==> config.mk <==
export PLATFORM = sky130hd
export DESIGN_NAME = mc_control_fsm
export DESIGN_NICKNAME = d
export VERILOG_FILES = /design/src/rtl/mc_control_fsm_pkg.sv /design/src/rtl/mem_wait_ctr.sv /design/src/rtl/mc_control_fsm.sv
export SDC_FILE = /design/constraint.sdc
export NUM_CORES = 1
export LEC_CHECK = 0
export CORE_UTILIZATION = 25
export DETAILED_ROUTE_END_ITERATION = 16
export GPL_ROUTABILITY_DRIVEN = 0
export GPL_TIMING_DRIVEN = 1
export PLACE_DENSITY = 0.58
export SLEW_MARGIN = 30
export SYNTH_ARGS = -nofsm -noshare
export SYNTH_HDL_FRONTEND = slang
export SYNTH_SLANG_ARGS = --single-unit
==> constraint.sdc <==
create_clock -name clk -period 2.65 [get_ports clk]
set_clock_uncertainty 0.15 [all_clocks]
set_input_delay 0.53 -clock clk [delete_from_list [all_inputs] [get_ports clk]]
set_output_delay 0.53 -clock clk [all_outputs]
set_load 0.01 [all_outputs]
==> src/rtl/mc_control_fsm_pkg.sv <==
// Shared encodings for the multicycle control unit: opcodes, funcs, ALU codes,
// FSM states and the instruction classifier used by the decode logic.
package mc_control_fsm_pkg;

  typedef enum logic [2:0] {
    S_IF   = 3'd0,
    S_ID   = 3'd1,
    S_EX   = 3'd2,
    S_MEM  = 3'd3,
    S_WB   = 3'd4,
    S_HALT = 3'd5
  } state_e;

  localparam logic [3:0] OP_BNE = 4'd0;
  localparam logic [3:0] OP_BEQ = 4'd1;
  localparam logic [3:0] OP_BGZ = 4'd2;
  localparam logic [3:0] OP_BLZ = 4'd3;
  localparam logic [3:0] OP_ADI = 4'd4;
  localparam logic [3:0] OP_ORI = 4'd5;
  localparam logic [3:0] OP_LHI = 4'd6;
  localparam logic [3:0] OP_LWD = 4'd7;
  localparam logic [3:0] OP_SWD = 4'd8;
  localparam logic [3:0] OP_JMP = 4'd9;
  localparam logic [3:0] OP_JAL = 4'd10;
  localparam logic [3:0] OP_ALU = 4'd15;

  localparam logic [5:0] FN_ADD = 6'd0;
  localparam logic [5:0] FN_SUB = 6'd1;
  localparam logic [5:0] FN_AND = 6'd2;
  localparam logic [5:0] FN_ORR = 6'd3;
  localparam logic [5:0] FN_NOT = 6'd4;
  localparam logic [5:0] FN_TCP = 6'd5;
  localparam logic [5:0] FN_SHL = 6'd6;
  localparam logic [5:0] FN_SHR = 6'd7;
  localparam logic [5:0] FN_JPR = 6'd25;
  localparam logic [5:0] FN_JRL = 6'd26;
  localparam logic [5:0] FN_WWD = 6'd28;
  localparam logic [5:0] FN_HLT = 6'd29;

  // ALU codes 0..7 deliberately equal the R-type func values
  localparam logic [3:0] FUNC_ADD = 4'd0;
  localparam logic [3:0] FUNC_SUB = 4'd1;
  localparam logic [3:0] FUNC_AND = 4'd2;
  localparam logic [3:0] FUNC_ORR = 4'd3;
  localparam logic [3:0] FUNC_NOT = 4'd4;
  localparam logic [3:0] FUNC_TCP = 4'd5;
  localparam logic [3:0] FUNC_SHL = 4'd6;
  localparam logic [3:0] FUNC_SHR = 4'd7;
  localparam logic [3:0] FUNC_LHI = 4'd8;
  localparam logic [3:0] FUNC_BNE = 4'd9;
  localparam logic [3:0] FUNC_BEQ = 4'd10;
  localparam logic [3:0] FUNC_BGZ = 4'd11;
  localparam logic [3:0] FUNC_BLZ = 4'd12;

  typedef enum logic [3:0] {
    C_RTYPE, C_ADI, C_ORI, C_LHI, C_LWD, C_SWD, C_BRANCH,
    C_JMP, C_JAL, C_JPR, C_JRL, C_WWD, C_HLT, C_UNDEF
  } inst_e;

  function automatic inst_e classify(input logic [3:0] opc, input logic [5:0] fn);
    inst_e c;
    c = C_UNDEF;
    case (opc)
      OP_BNE, OP_BEQ, OP_BGZ, OP_BLZ: c = C_BRANCH;
      OP_ADI: c = C_ADI;
      OP_ORI: c = C_ORI;
      OP_LHI: c = C_LHI;
      OP_LWD: c = C_LWD;
      OP_SWD: c = C_SWD;
      OP_JMP: c = C_JMP;
      OP_JAL: c = C_JAL;
      OP_ALU: begin
        case (fn)
          FN_ADD, FN_SUB, FN_AND, FN_ORR,
          FN_NOT, FN_TCP, FN_SHL, FN_SHR: c = C_RTYPE;
          FN_JPR: c = C_JPR;
          FN_JRL: c = C_JRL;
          FN_WWD: c = C_WWD;
          FN_HLT: c = C_HLT;
          default: c = C_UNDEF;
        endcase
      end
      default: c = C_UNDEF;
    endcase
    return c;
  endfunction

  function automatic logic [3:0] branch_alu(input logic [3:0] opc);
    logic [3:0] code;
    case (opc)
      OP_BNE:  code = FUNC_BNE;
      OP_BEQ:  code = FUNC_BEQ;
      OP_BGZ:  code = FUNC_BGZ;
      default: code = FUNC_BLZ;
    endcase
    return code;
  endfunction

endpackage

==> src/rtl/mem_wait_ctr.sv <==
// Memory completion generator: mem_ready handshake when MEM_LAT=0, otherwise a
// fixed MEM_LAT-cycle wait per memory state.
module mem_wait_ctr #(
  parameter int MEM_LAT = 0
) (
  input  logic clk,
  input  logic rst_n,
  input  logic in_mem,
  input  logic mem_ready,
  output logic done
);

  generate
    if (MEM_LAT == 0) begin : g_handshake
      logic unused_ok;
      assign unused_ok = ^{clk, rst_n, in_mem};
      assign done      = mem_ready;
    end else begin : g_fixed
      localparam int CW = (MEM_LAT > 2) ? $clog2(MEM_LAT) : 1;
      logic [CW-1:0] cnt_q, cnt_d;
      logic          unused_ok;

      assign unused_ok = mem_ready;
      assign done      = (cnt_q == CW'(MEM_LAT - 1));

      // Counter is zero whenever a memory state is entered, since leaving one
      // (done) or being outside one both clear it.
      always_comb begin
        cnt_d = '0;
        if (in_mem && !done) cnt_d = cnt_q + CW'(1);
      end

      always_ff @(posedge clk or negedge rst_n) begin
        if (!rst_n) cnt_q <= '0;
        else        cnt_q <= cnt_d;
      end
    end
  endgenerate

endmodule

==> src/rtl/mc_control_fsm.sv <==
// Multicycle control unit for the 16-bit TSC CPU (IF/ID/EX/MEM/WB/HALT).
// Optional retired-instruction counter enabled by macro CTRL_INST_COUNT_EN.
module mc_control_fsm
  import mc_control_fsm_pkg::*;
#(
  parameter int ALUOP_W = 4,
  parameter int CNT_W   = 16,
  parameter int MEM_LAT = 0
) (
  input  logic               clk,
  input  logic               reset_n,
  input  logic [3:0]         opcode,
  input  logic [5:0]         func,
  input  logic               mem_ready,
  output logic               pc_write,
  output logic               pc_write_cond,
  output logic [1:0]         pc_source,
  output logic               i_or_d,
  output logic               mem_read,
  output logic               mem_write,
  output logic               ir_write,
  output logic               reg_write,
  output logic [1:0]         reg_dst,
  output logic [1:0]         wb_sel,
  output logic               alu_src_a,
  output logic [1:0]         alu_src_b,
  output logic [ALUOP_W-1:0] alu_op,
  output logic               out_port_en,
  output logic               is_halted,
  output logic [CNT_W-1:0]   num_inst
);

  state_e state_q, state_d;
  inst_e  cls;
  logic   done;

  assign cls = classify(opcode, func);

  mem_wait_ctr #(.MEM_LAT(MEM_LAT)) u_wait (
    .clk       (clk),
    .rst_n     (reset_n),
    .in_mem    ((state_q == S_IF) || (state_q == S_MEM)),
    .mem_ready (mem_ready),
    .done      (done)
  );

  always_comb begin
    state_d       = state_q;
    pc_write      = 1'b0;
    pc_write_cond = 1'b0;
    pc_source     = 2'b00;
    i_or_d        = 1'b0;
    mem_read      = 1'b0;
    mem_write     = 1'b0;
    ir_write      = 1'b0;
    reg_write     = 1'b0;
    reg_dst       = 2'b00;
    wb_sel        = 2'b00;
    alu_src_a     = 1'b0;
    alu_src_b     = 2'b00;
    alu_op        = ALUOP_W'(FUNC_ADD);
    out_port_en   = 1'b0;
    is_halted     = 1'b0;
    case (state_q)
      S_IF: begin
        mem_read  = 1'b1;
        alu_src_b = 2'b01;
        if (done) begin
          ir_write = 1'b1;
          pc_write = 1'b1;
          state_d  = S_ID;
        end
      end
      S_ID: begin
        alu_src_b = 2'b10;
        case (cls)
          C_JMP: begin
            pc_write  = 1'b1;
            pc_source = 2'b10;
            state_d   = S_IF;
          end
          C_JAL: begin
            pc_write  = 1'b1;
            pc_source = 2'b10;
            reg_write = 1'b1;
            reg_dst   = 2'b10;
            wb_sel    = 2'b10;
            state_d   = S_IF;
          end
          C_HLT:   state_d = S_HALT;
          C_UNDEF: state_d = S_IF;
          default: state_d = S_EX;
        endcase
      end
      S_EX: begin
        alu_src_a = 1'b1;
        case (cls)
          C_RTYPE: begin
            alu_op  = ALUOP_W'({1'b0, func[2:0]});
            state_d = S_WB;
          end
          C_ADI: begin
            alu_src_b = 2'b10;
            state_d   = S_WB;
          end
          C_LWD, C_SWD: begin
            alu_src_b = 2'b10;
            state_d   = S_MEM;
          end
          C_ORI: begin
            alu_src_b = 2'b11;
            alu_op    = ALUOP_W'(FUNC_ORR);
            state_d   = S_WB;
          end
          C_LHI: begin
            alu_src_b = 2'b10;
            alu_op    = ALUOP_W'(FUNC_LHI);
            state_d   = S_WB;
          end
          C_BRANCH: begin
            pc_write_cond = 1'b1;
            pc_source     = 2'b01;
            alu_op        = ALUOP_W'(branch_alu(opcode));
            state_d       = S_IF;
          end
          C_JPR: begin
            pc_write  = 1'b1;
            pc_source = 2'b11;
            state_d   = S_IF;
          end
          C_JRL: begin
            pc_write  = 1'b1;
            pc_source = 2'b11;
            reg_write = 1'b1;
            reg_dst   = 2'b10;
            wb_sel    = 2'b10;
            state_d   = S_IF;
          end
          C_WWD: begin
            out_port_en = 1'b1;
            state_d     = S_IF;
          end
          default: state_d = S_IF;
        endcase
      end
      S_MEM: begin
        i_or_d    = 1'b1;
        mem_read  = (cls == C_LWD);
        mem_write = (cls == C_SWD);
        if (done) state_d = (cls == C_LWD) ? S_WB : S_IF;
      end
      S_WB: begin
        reg_write = 1'b1;
        reg_dst   = (cls == C_RTYPE) ? 2'b00 : 2'b01;
        wb_sel    = (cls == C_LWD) ? 2'b01 : 2'b00;
        state_d   = S_IF;
      end
      S_HALT: is_halted = 1'b1;
      default: state_d = S_IF;
    endcase
  end

  always_ff @(posedge clk or negedge reset_n) begin
    if (!reset_n) state_q <= S_IF;
    else          state_q <= state_d;
  end

`ifdef CTRL_INST_COUNT_EN
  logic [CNT_W-1:0] num_inst_q, num_inst_d;

  // A retire is any entry into IF from another state; IF stalls do not count.
  always_comb begin
    num_inst_d = num_inst_q;
    if ((state_d == S_IF) && (state_q != S_IF)) num_inst_d = num_inst_q + CNT_W'(1);
  end

  always_ff @(posedge clk or negedge reset_n) begin
    if (!reset_n) num_inst_q <= '0;
    else          num_inst_q <= num_inst_d;
  end

  assign num_inst = num_inst_q;
`else
  assign num_inst = '0;
`endif

endmodule

==> flow_metrics.env <==
export IMPL_synth_fa_ha_area_share_pct=4.24
export IMPL_synth_simple_area_share_pct=31.5
export IMPL_async_reset_ff_share_pct=100
export IMPL_clock_path_buffers=2
export IMPL_power_density_nw_per_um2=376
export IMPL_dieArea_um2=4880
export IMPL_layout_worst_path_cycle_share_pct=99.8
export IMPL_r2r_end="state_q[0]"
export IMPL_port_buffers=34
export IMPL_layout_min_cycle_time_ns=2.64
export IMPL_rsz0062_at_grt="true"
export IMPL_hold_slack_ns=0.349
export IMPL_rrSetupSlack_ns=0.72
export IMPL_synth_top_cell_by_area="buf_4"
export IMPL_p_switching_mw=0.336
export IMPL_routed_wl_mm=3.88
export IMPL_core_um2=4380
export IMPL_grt_ovfl_total=0
export IMPL_synthTopCellsByArea="buf_4 14%, dfrtp_1 6.5%, nand2_1 5.9%, a21oi_1 4.8%, o211ai_1 4.6%"
export IMPL_drive_gt1_share_pct=57.6
export IMPL_setup_viol=0
export IMPL_cp_start_kind="input port"
export IMPL_fill_cells=429
export IMPL_fmax_mhz=378
export IMPL_htree_levels=1
export IMPL_fp_row_count=24
export IMPL_n_antenna_cell=0
export IMPL_grt_pass1_vias=1444
export IMPL_hp_class="input port to asynchronous set/reset pin"
export IMPL_synth_edff_count=0
export IMPL_drc_errors=0
export IMPL_ys_types=57
export IMPL_yosys_area_share_xor_xnor_pct=0
export IMPL_top_regs="state_q: 3 flops"
export IMPL_cts_sinks=3
export IMPL_avgSynthCellArea_um2=7.19
export IMPL_power_leakage_nw=0.991
export IMPL_final_core_util_pct=47.1
export IMPL_synth_top_family_by_area="compound AO/OA/AOI/OAI gates"
export IMPL_worstPathRequired_ns=1.97
export IMPL_cp_arrival_ns=1.96
export IMPL_synth_mux_area_share_pct=4.02
export IMPL_internal_power_mw=0.440
export IMPL_path_class="input port to output port"
export IMPL_clk_latency_ns=0.21
export IMPL_die_h_um=69.9
export IMPL_ys_ff_latch=3
export IMPL_yosysWarnings=0
export IMPL_rr_worst_depth=11
export IMPL_ant_nets=0
export IMPL_cts_hold_buffers_added=0
export IMPL_top_register="state_q"
export IMPL_clkTransAtPathRegs_ns=0.03
export IMPL_drv_slew=0
export IMPL_swShare_pct=43.3
export IMPL_io_pins=51
export IMPL_synth_area_um2=1150
export IMPL_clockPowerShare_pct=16.8
export IMPL_viasPerCell=4.83
export IMPL_grt_pass1_wl_mm=6.75
export IMPL_area_growth_pct=79.2
export IMPL_cp_end_kind="output port"
export IMPL_first_pass_iters=5
export IMPL_synth_top_area_share_pct=14.3
export IMPL_cts_root_buffer="clkbuf_8"
export IMPL_groute_usage_overall_pct=16.5
export IMPL_start_util_pct=26.3
export IMPL_dieWidth_um=69.9
export IMPL_antenna_found_initial=0
export IMPL_wl_per_cell_um=13.1
export IMPL_nets=262
export IMPL_critPathMaxFanout=7
export IMPL_vdd_ir_drop_max_mv=0.129
export IMPL_cts_tree="yes"
export IMPL_largest_reg_flops=3
export IMPL_dr_total_vias=1434
export IMPL_hold_violations=0
export IMPL_r2r_start="state_q[2]"
export IMPL_status="completed"
export IMPL_numCtsBuffers=3
export IMPL_synth_cells=160
export IMPL_place_detailed_hpwl_mm=2.81
export IMPL_synth_compound_area_share_pct=32.6
export IMPL_grt_max_degree=11
export IMPL_combPwrFrac_pct=74.2
export IMPL_drt_iter0_drc=60
export IMPL_synthFlopType="dfrtp_1"
export IMPL_power_frac_seq_pct=9.0
export IMPL_synth_seq_area_share_pct=6.52
export IMPL_max_cap_violations=0
-- worst max path at each step --
stage                  from      endpoint  slack (ns)
floorplan           func[0]     wb_sel[1]        0.07
global placement    func[0]  pc_source[0]       -0.80
detailed placement  func[0]     alu_op[1]       -0.82
CTS                 func[1]     alu_op[1]      -0.006
global route        func[1]  pc_source[0]       -0.05
finish              func[1]  pc_source[0]       0.006
-- cell usage in the layout (no fill, tap or decap), types with 3 or more instances in the layout --
cell	instances
clkdlybuf4s50_1	6
o211ai_1	7
inv_1	6
clkbuf_8	3
nand2_1	15
nand2b_1	5
buf_4	53
inv_2	3
buf_2	15
a21oi_2	4
o21ai_1	3
nand3_1	4
nor2_1	9
buf_6	10
dfrtp_1	3
ha_4	3
a21oi_1	6
conb_1	16
clkbuf_2	6
nand2_2	4
-- power groups by stage --
| stage | Combinational (mW) | Clock [mW] | Sequential [mW] |
|---|---|---|---|
| floorplan | 0.321 | 0 | 0.0635 |
| global placement | 0.542 | 0 | 0.0706 |
| detailed placement | 0.546 | 0 | 0.0706 |
| CTS | 0.562 | 0.133 | 0.0700 |
| global route | 0.627 | 0.135 | 0.0729 |
| finish | 0.575 | 0.130 | 0.0699 |
-- synth_stat cells, types with 2 or more instances --
cell type,instances
nor2_1,10
nor3b_1,2
nand4_1,2
nand3_1,5
o2111ai_1,2
inv_1,8
o221a_2,2
mux2i_1,2
buf_2,5
a21oi_1,11
buf_4,22
a21o_1,2
o211ai_1,7
or2_2,2
nor3_1,3
dfrtp_1,3
or2_1,2
nand3b_1,2
o21ai_0,5
nand2b_1,5
ha_1,3
a31oi_1,2
nand2_1,18
and2_2,2
-- layout make-up --
cell class / count / area [um2] / area share [%]
tap: 52 / 65.1 / 3.15
clock buffer: 4 / 45.0 / 2.18
sequential: 3 / 75.1 / 3.64
timing repair buffer: 95 / 726 / 35.2
multi-input combinational: 134 / 1120 / 54.2
inverter: 9 / 33.8 / 1.64
-- what timing repair did --
action                                  CTS  global route
pin swaps                                24            18
gates resized for setup                 134            19
endpoints found under the setup margin   18            14
buffers inserted                         19             3
-- cells by family (layout without fill, tap and decap cells) --
| kind of cell | Yosys count | count (layout) |
|---|---|---|
| buffers and inverters | 38 | 108 |
| flip-flops | 3 | 3 |
| other | 1 | 16 |
| AND/OR/NAND/NOR | 64 | 64 |
| adder cells (fa/ha/maj) | 4 | 4 |
| AO/OA/AOI/OAI | 46 | 46 |
| multiplexers | 4 | 4 |
-- routing by layer --
metal | track usage (%) | up-vias | share of wire (%)
met5 | 0 | - | 0
met4 | 4.00 | 0 | 1.0
met3 | 2.45 | 4 | 3.4
met2 | 29.5 | 39 | 51
met1 | 20.8 | 669 | 45
li1 | - | 722 | -
-- stage by stage --
| stage | cells | setup WS (ns) | instance area (um2) | setup TNS (ns) | power (mW) |
|---|---|---|---|---|---|
| 2_1_floorplan | 175 | 0.0668 | 1210 | 0 | 0.384 |
| 3_3_place_gp | 272 | -0.800 | 1710 | -12.43 | 0.613 |
| 3_5_place_dp | 272 | -0.815 | 1710 | -12.69 | 0.617 |
| 4_1_cts | 294 | -0.00634 | 2020 | -0.00634 | 0.766 |
| 5_1_grt | 297 | -0.0511 | 2060 | -0.161 | 0.835 |
| 6_report | 297 | 0.00645 | 2060 | 0 | 0.775 |
-- critical path, stage by stage --
cell and delay, ns:
buf_6 0.10, buf_6 0.11, ha_4 0.16, mux2_4 0.27
and3_4 0.15, a31o_4 0.26, buf_6 0.12, a21oi_2 0.09
nor2_1 0.05, buf_2 0.13
(Power assumes the default switching activity.)
